$ cat config.mk
export PLATFORM = sky130hd
export DESIGN_NAME = pipeline_fetch_stage
export DESIGN_NICKNAME = d
export VERILOG_FILES = /design/src/rtl/pipeline_fetch_stage_pkg.sv /design/src/rtl/pipeline_fetch_stage_if_id_reg.sv /design/src/rtl/pipeline_fetch_stage.sv
export SDC_FILE = /design/constraint.sdc
export NUM_CORES = 1
export LEC_CHECK = 0
export ABC_AREA = 1
export BUFFER_PORTS_ARGS = -buffer_cell sky130_fd_sc_hd__buf_4
export CAP_MARGIN = 20
export CORE_ASPECT_RATIO = 0.75
export CORE_MARGIN = 3
export CORE_UTILIZATION = 40
export CTS_BUF_LIST = sky130_fd_sc_hd__clkbuf_4
export DETAILED_ROUTE_END_ITERATION = 16
export PLACE_DENSITY = 0.67
export SYNTH_ARGS = -nofsm -noshare
export SYNTH_HDL_FRONTEND = slang
export SYNTH_SLANG_ARGS = --single-unit
$ cat constraint.sdc
create_clock -name clk -period 3.9 [get_ports clk]
set_input_delay 0.39 -clock clk [delete_from_list [all_inputs] [get_ports clk]]
set_output_delay 0.39 -clock clk [all_outputs]
set_load 0.01 [all_outputs]
$ cat src/rtl/pipeline_fetch_stage_pkg.sv
// Shared constants for the fetch stage: NOP encoding, reset PC, opcode/func
// codes and the fetch FSM state type.
package pipeline_fetch_stage_pkg;

  localparam logic [31:0] NOP              = 32'h0000_0000;
  localparam logic [31:0] RESET_PC_DEFAULT = 32'h0000_0000;

  localparam logic [5:0] OP_RTYPE = 6'b000000;
  localparam logic [5:0] OP_J     = 6'b000010;
  localparam logic [5:0] OP_JAL   = 6'b000011;
  localparam logic [5:0] OP_BEQ   = 6'b000100;
  localparam logic [5:0] OP_BNE   = 6'b000101;
  localparam logic [5:0] OP_ADDI  = 6'b001000;
  localparam logic [5:0] OP_LW    = 6'b100011;
  localparam logic [5:0] OP_SW    = 6'b101011;
  localparam logic [5:0] FUNC_JR  = 6'b001000;
  localparam logic [5:0] FUNC_ADD = 6'b100000;

  typedef enum logic {
    RUN   = 1'b0,
    ERROR = 1'b1
  } fetchState_e;

endpackage

$ cat src/rtl/pipeline_fetch_stage_if_id_reg.sv
// IF/ID pipeline register: load wins over flush; flush inserts a NOP bubble
// but keeps pcPlus4; otherwise holds.
module if_id_reg
  import pipeline_fetch_stage_pkg::*;
(
  input  logic        clk,
  input  logic        rst,
  input  logic        load,
  input  logic        flush,
  input  logic [31:0] instrIn,
  input  logic [31:0] pcPlus4In,
  output logic        valid,
  output logic [31:0] instruction,
  output logic [31:0] pcPlus4
);

  always_ff @(posedge clk or posedge rst) begin
    if (rst) begin
      valid       <= 1'b0;
      instruction <= NOP;
      pcPlus4     <= 32'h0;
    end else if (load) begin
      valid       <= 1'b1;
      instruction <= instrIn;
      pcPlus4     <= pcPlus4In;
    end else if (flush) begin
      valid       <= 1'b0;
      instruction <= NOP;
    end
  end

endmodule

$ cat src/rtl/pipeline_fetch_stage.sv
// Instruction fetch stage: PC, memory-wait watchdog with sticky error FSM,
// and the IF/ID register.
module pipeline_fetch_stage
  import pipeline_fetch_stage_pkg::*;
#(
  parameter logic [31:0] RESET_PC = RESET_PC_DEFAULT,
  parameter int          TIMEOUT  = 16
) (
  input  logic        clk,
  input  logic        rst,
  input  logic        stall,
  input  logic        redirect_valid,
  input  logic [31:0] redirect_pc,
  output logic        imem_req,
  output logic [31:0] imem_addr,
  input  logic [31:0] imem_rdata,
  input  logic        imem_ready,
  output logic        if_id_valid,
  output logic [31:0] if_id_instruction,
  output logic [31:0] if_id_pc_plus4,
  output logic        fetch_error
);

  localparam logic [7:0] WAIT_LAST = 8'(TIMEOUT - 1);

  fetchState_e state, stateNext;
  logic [31:0] pc, pcPlus4, redirectTarget;
  logic [7:0]  waitCnt;
  logic        accept, waiting, flush;

  assign fetch_error    = (state == ERROR);
  assign imem_req       = !fetch_error;
  assign imem_addr      = pc;
  assign pcPlus4        = pc + 32'd4;
  assign redirectTarget = redirect_pc & ~32'h3;
  assign accept         = imem_req & imem_ready & !stall & !redirect_valid;
  assign waiting        = imem_req & !imem_ready;
  // Not accepting and not stalled means a bubble; error state never holds live work.
  assign flush          = redirect_valid | fetch_error | (!stall & !accept);

  always_ff @(posedge clk or posedge rst) begin
    if (rst) begin
      state   <= RUN;
      pc      <= RESET_PC;
      waitCnt <= 8'd0;
    end else begin
      state <= stateNext;
      if (redirect_valid)  pc <= redirectTarget;
      else if (accept)     pc <= pcPlus4;
      if (imem_ready | redirect_valid) waitCnt <= 8'd0;
      else if (waiting)                waitCnt <= waitCnt + 8'd1;
    end
  end

  always_comb begin
    stateNext = state;
    case (state)
      RUN:     if (waiting && !redirect_valid && waitCnt == WAIT_LAST) stateNext = ERROR;
      ERROR:   stateNext = ERROR;
      default: stateNext = RUN;
    endcase
  end

  if_id_reg uIfId (
    .clk        (clk),
    .rst        (rst),
    .load       (accept),
    .flush      (flush),
    .instrIn    (imem_rdata),
    .pcPlus4In  (pcPlus4),
    .valid      (if_id_valid),
    .instruction(if_id_instruction),
    .pcPlus4    (if_id_pc_plus4)
  );

endmodule
==> results.cfg, run 1 <==
[finish]
diodes = 0
fill_cells = 1156
drive_gt1_share_pct = 22.8
finalNetCount = 908
layout.cells.non_filler = 1004
area_growth_pct = 30.5

[sta]
min_period_over_period_pct = 59.1
setup_viol = 0
finalCriticalPeriod_ps = 2310
maxSlewViolCount = 0
finalSetupTns_ps = 0
worst_pin_slew_ps = 946
rsz0062_at_grt = false
fmax_ghz = 0.434
hold_violations = 0
slew-limit-headroom_pct = 37.0
fin_skew_ps = 13.8

[synthesis]
ys_warn_count = 0
yosysTopAreaCell = dfrtp_1
synth_cell_types = 25
postSynthAreaPerCell_um2 = 7.35
syn_area_um2 = 5000
synth_edf_count = 0
synthTopCellsByCount = nand2_1, dfrtp_1, inv_1, o21ai_0, nor2_1
synthDominantCellAreaShare_pct = 51.0
ys_top_cells_by_area = dfrtp_1, nand2_1, inv_1
synth_seq_cells = 102
syn_inst = 681
async_flop_share_pct = 100
synth_most_common_cell = nand2_1
synth_ff_type = dfrtp_1
ys_seq_area_share_pct = 51.0

[clocking]
clkSinkCount = 102
cts_tree = built
cts_buffers = 9
htreeDepth = 3
post_cts_resized = 0
root_buffer = clkbuf_4
postCtsSetupBuffers = 0
ctsHoldBuffers = 0
clock_latency_ps = 460
clkTransAtPathRegs_ps = 160
clk_path_buf_depth = 2

[routing]
drt-vias-per-instance = 4.75
drt-total-wl_um = 14100
drc = 0
first_iter_violations = 241
wl_per_cell_um = 14.0
drtAntennaViolNets = 0
drtPass1Iterations = 5
vias = 4766

[place]
place.gp.congestion = 0.869
placedCellCount = 987
port_buffers = 161
dp_hpwl_um = 10500

[worst_setup_path]
path_depth = 7
cp_common_cell = inv_2
crit_buf_inv = 2
cp_max_fo = 36
crit_path_top_delay_cell = nor2_4
crit_family = simple AND/OR/NAND/NOR gates
slowest_delay_ps = 580
arrival_ps = 2710
crit_chain = inv_2 > nand2_1 > nor2_4 > inv_2 > a21oi_1 > o21ai_0 > nand3_1
path_class = reg -> reg
startpoint_type = register
cp-end-kind = register
rr_worst_depth = 7
crit_required_ps = 4310

[pwr]
cellLeakagePower_uw = 0.00354
powerDensity_nw_per_um2 = 316
peakVddDrop_uv = 140
power_uw = 2060

[global_routing]
grt_max_degree = 77
grt_first_pass_wirelength_um = 22500
grt_use_total_pct = 20.4
antenna_found_initial = 0
grt_pass1_vias = 4527
grt.overflow.total = 0

[die]
die_area_um2 = 13900
core_um2 = 11900
design.portCount = 168
die_w_um = 135
die_y_um = 103
rows = 34
start_util_pct = 42.0

[flow_run]
drv_cap = 0

[outcome]
status = complete, no violations

[worst_hold_path]
hold_class = in -> async
placed cells by master, fill, tap and decap left out:
master and n:
nand2_1 281, buf_4 163, dfrtp_1 102, inv_1 95, o21ai_0 53, nor2_1 50
nand3_1 35, clkbuf_4 9, xor2_1 7, a21oi_1 7, o21ai_1 4, conb_1 4
nor2_2 3, inv_2 3, nor2_4 3, bufinv_16 3, nand2_2 2, xnor2_1 2
nand4_1 2, o211ai_1 2, ha_1 2, inv_6 2, or2_2 1, o41ai_1 1
inv_4 1, nor3_1 1, a31oi_1 1, clkinv_1 1, clkinvlp_4 1, buf_8 1
report_power, final:
group | switching, uW | internal, uW | leakage, uW
sequential | 45.1 | 1090 | 0.00137
combinational | 129 | 112 | 0.00208
clock | 365 | 327 | 0.0000946
cell type report:
cell class | count | area (um^2) | area share (%)
repair buffers | 164 | 1240 | 19.0
multi-input cells | 461 | 1980 | 30.3
well taps | 162 | 203 | 3.10
inverters | 99 | 374 | 5.73
clock inverters | 7 | 119 | 1.82
clock buffers | 9 | 67.6 | 1.03
flip-flops and latches | 102 | 2550 | 39.1
routing by layer:
metal	vias to the layer above	track usage (%)	wire length, um
li1	2372	-	-
met1	2212	29.1	6650
met2	170	32.2	6270
met3	12	4.93	1030
met4	0	3.80	156
met5	-	0	0
path summary, 6_finish.rpt:
kind,start,end,slack [ps]
worst max-delay path,fetch_error,imem_addr[5],1590
min in group clk,imem_rdata[14],uIfId.instruction[14],130
worst max register to register,fetch_error,imem_addr[5],1590
worst min-delay path,rst,uIfId.instruction[31],120
worst min register to register,uIfId.pcPlus4[2],uIfId.pcPlus4[2],500
max in group asynchronous,rst,imem_addr[26],2860
kinds of logic after synthesis:
logic type / synth area share, %
other cells: 0.0750
simple gates: 30.0
buf+inv: 9.80
xor+xnor: 1.58
flops: 51.0
fa+ha+maj: 0.500
compound gates: 7.00
metrics by stage:
stage	hold slack [ps]	worst slack [ps]	area, um^2	util [%]
after global routing	83.1	1300	6530	54.8
after global placement	460	1580	6330	53.1
final	123	1590	6530	54.8
after CTS	98.0	1550	6520	54.7
after floorplan	475	835	5010	-
after detailed placement	468	1540	6330	53.1
sequential cells by signal, indices dropped and copies added, names as in the netlist:
register	count
fetch_error	1
uIfId.pcPlus4	30
imem_addr	30
uIfId.instruction	32
waitCnt	8
uIfId.valid	1
No activity file was read; power rests on OpenSTA's default activity.
==> run 2, diff against run 1 <==
--- a/config.mk
+++ b/config.mk
@@ -5,7 +5,7 @@
 export SDC_FILE = /design/constraint.sdc
 export NUM_CORES = 1
 export LEC_CHECK = 0
-export ABC_AREA = 1
+export ABC_AREA = 0
 export BUFFER_PORTS_ARGS = -buffer_cell sky130_fd_sc_hd__buf_4
 export CAP_MARGIN = 20
 export CORE_ASPECT_RATIO = 0.75
@@ -13,7 +13,7 @@
 export CORE_UTILIZATION = 40
 export CTS_BUF_LIST = sky130_fd_sc_hd__clkbuf_4
 export DETAILED_ROUTE_END_ITERATION = 16
-export PLACE_DENSITY = 0.67
+export PLACE_DENSITY = 0.7
 export SYNTH_ARGS = -nofsm -noshare
 export SYNTH_HDL_FRONTEND = slang
 export SYNTH_SLANG_ARGS = --single-unit
==> constraint.sdc (replaced) <==
create_clock -name clk -period 2.1 [get_ports clk]
set_input_delay 0.21 -clock clk [delete_from_list [all_inputs] [get_ports clk]]
set_output_delay 0.21 -clock clk [all_outputs]
set_load 0.01 [all_outputs]
==> run 2 against run 1 <==
Compared with the run above:
- power increased by 77%
- cell count is 14% lower
- sequential share of layout area fell by 2.6 points
- cell area increased by 7.1%
- first-iteration DRC count fell by 0.83%
- register-to-register slack worse by 1400 ps
- critical path type unchanged
- largest cell class unchanged
- largest power group unchanged
==> results.cfg, run 2 <==
[global_routing]
grt_max_degree = 103
antenna_found_initial = 0
grt_pass1_vias = 4302
grt_use_total_pct = 20.6
grt_first_pass_wirelength_um = 22200
grt.overflow.total = 0

[finish]
layout.cells.non_filler = 867
area_growth_pct = 45.4
design_area_um2 = 7000
fill_cells = 1031
largest_register_ffs = 32
fin_util_pct = 60.0
top_register = uIfId.instruction
drive_gt1_share_pct = 29.9
final_common_cell = buf_4
diodes = 0
finalNetCount = 771
final_cell_mix = buf_4, dfrtp_1, dlygate4sd3_1

[routing]
first_iter_violations = 239
drtAntennaViolNets = 0
drt-total-wl_um = 13600
drt-vias-per-instance = 4.91
vias = 4253
wl_per_cell_um = 15.7
drc = 0
drtPass1Iterations = 5

[die]
design.portCount = 168
die_y_um = 101
start_util_pct = 41.3
core_um2 = 11700
die_area_um2 = 13400
rows = 34
die_w_um = 133

[sta]
rsz0062_at_grt = true
fmax_ghz = 0.521
maxSlewViolCount = 0
hold_ws_ps = 140
hold_violations = 0
slew-limit-headroom_pct = 64.8
worst_pin_slew_ps = 527
fin_ws_ps = 181
min_period_over_period_pct = 91.4
finalCriticalPeriod_ps = 1920
fin_skew_ps = 16.2
setup_viol = 0

[worst_setup_path]
rr_worst_depth = 6
arrival_ps = 2260
cp_max_fo = 6
path_class = reg -> reg
startpoint_type = register
crit_required_ps = 2440
cp-end-kind = register

[clocking]
clk_path_buf_depth = 2
cts_tree = built
root_buffer = clkbuf_4
clkSinkCount = 102
clkTransAtPathRegs_ps = 140
clock_latency_ps = 460
cts_buffers = 9
htreeDepth = 3

[flow_run]
drv_cap = 0

[synthesis]
synth_ff_type = dfrtp_1
synth_most_common_cell = dfrtp_1
synthDominantCellAreaShare_pct = 53.1
synth_edf_count = 0
ys_top_cells_by_area = dfrtp_1, xor2_1, a22o_1
syn_area_um2 = 4810
syn_inst = 478
ys_seq_area_share_pct = 53.1
ys_warn_count = 0
synth_seq_cells = 102
synthTopCellsByCount = dfrtp_1, nor2_1, nand2_1, xor2_1, a22o_1
postSynthAreaPerCell_um2 = 10.1
async_flop_share_pct = 100
yosysTopAreaCell = dfrtp_1
synth_cell_types = 39

[place]
post_dp_cell_area_um2 = 6230
placedCellCount = 786
port_buffers = 161
dp_hpwl_um = 9400
place.gp.congestion = 0.867
dpl_worst_slack_ps = 182

[worst_hold_path]
hold_class = in -> reg
whs_path_depth = 3

[pwr]
cellLeakagePower_uw = 0.00324
peakVddDrop_uv = 248
powerDensity_nw_per_um2 = 522

[outcome]
status = complete, no violations
[run 2: repair_timing]
action	in CTS	in global routing
hold buffers	64	0
setup endpoints to repair	0	3
hold endpoints to repair	165	0
resized for setup	0	3
setup buffers	0	1
[run 2: area by class of cell]
type                       instances  area, um^2  share of cell area [%]
clock buffer                      12        90.1                    1.29
clock inverter                     4        23.8                   0.340
tap                              162         203                    2.90
sequential                       102        2550                    36.5
multi-input combinational        337        2070                    29.6
inverter                           4        18.8                   0.268
timing repair buffer             246        2030                    29.0
[run 2: kinds of logic (layout without fill, tap and decap cells)]
| group | after synthesis | after routing | synth area share, % |
|---|---|---|---|
| adders and majority gates | 2 | 2 | 0.520 |
| AOI/OAI and AO/OA | 95 | 95 | 12.5 |
| and+or+nand+nor | 169 | 169 | 17.1 |
| DFF | 102 | 102 | 53.1 |
| other | 1 | 4 | 0.0779 |
| buffers and inverters | 42 | 266 | 4.45 |
| xor gates and xnor gates | 63 | 63 | 11.5 |
| muxes | 4 | 4 | 0.884 |
[run 2: layer usage]
layer	wire length, um	vias to the layer above	GRT usage [%]
met3	835	21	4.94
met2	6540	142	33.6
met1	6010	2008	27.8
met4	228	0	5.51
li1	-	2082	-
met5	0	-	0
[run 2: final timing paths]
| path | startpoint | to | slack (ps) |
|---|---|---|---|
| worst max register to register | imem_addr[3] | imem_addr[26] | 180 |
| max in group asynchronous | rst | imem_addr[20] | 1240 |
| worst min register to register | uIfId.valid | uIfId.valid | 500 |
| worst max-delay path | imem_addr[3] | imem_addr[26] | 180 |
| worst min-delay path | redirect_valid | imem_addr[5] | 140 |
| min in group asynchronous | rst | uIfId.instruction[16] | 460 |
[run 2: critical path: stages (launching register included)]
cell	delay (ps)
dfrtp_1	470
ha_1	260
and3_1	330
nand2_1	190
nor4_2	330
xnor2_1	150
o21ai_0	90
[run 2: through the flow]
stage	TNS (ps)	total power (uW)
floorplan	0	2420
global placement	0	2690
detailed placement	0	2700
CTS	0	3720
global route	-25.3	3870
finish	0	3660
[run 2: where the power goes]
| part | total [uW] | internal (uW) | switching [uW] | leakage [uW] |
|---|---|---|---|---|
| Combinational | 625 | 349 | 275 | 0.00183 |
| Clock | 895 | 279 | 616 | 0.0000610 |
| Sequential | 2140 | 2040 | 98.6 | 0.00135 |
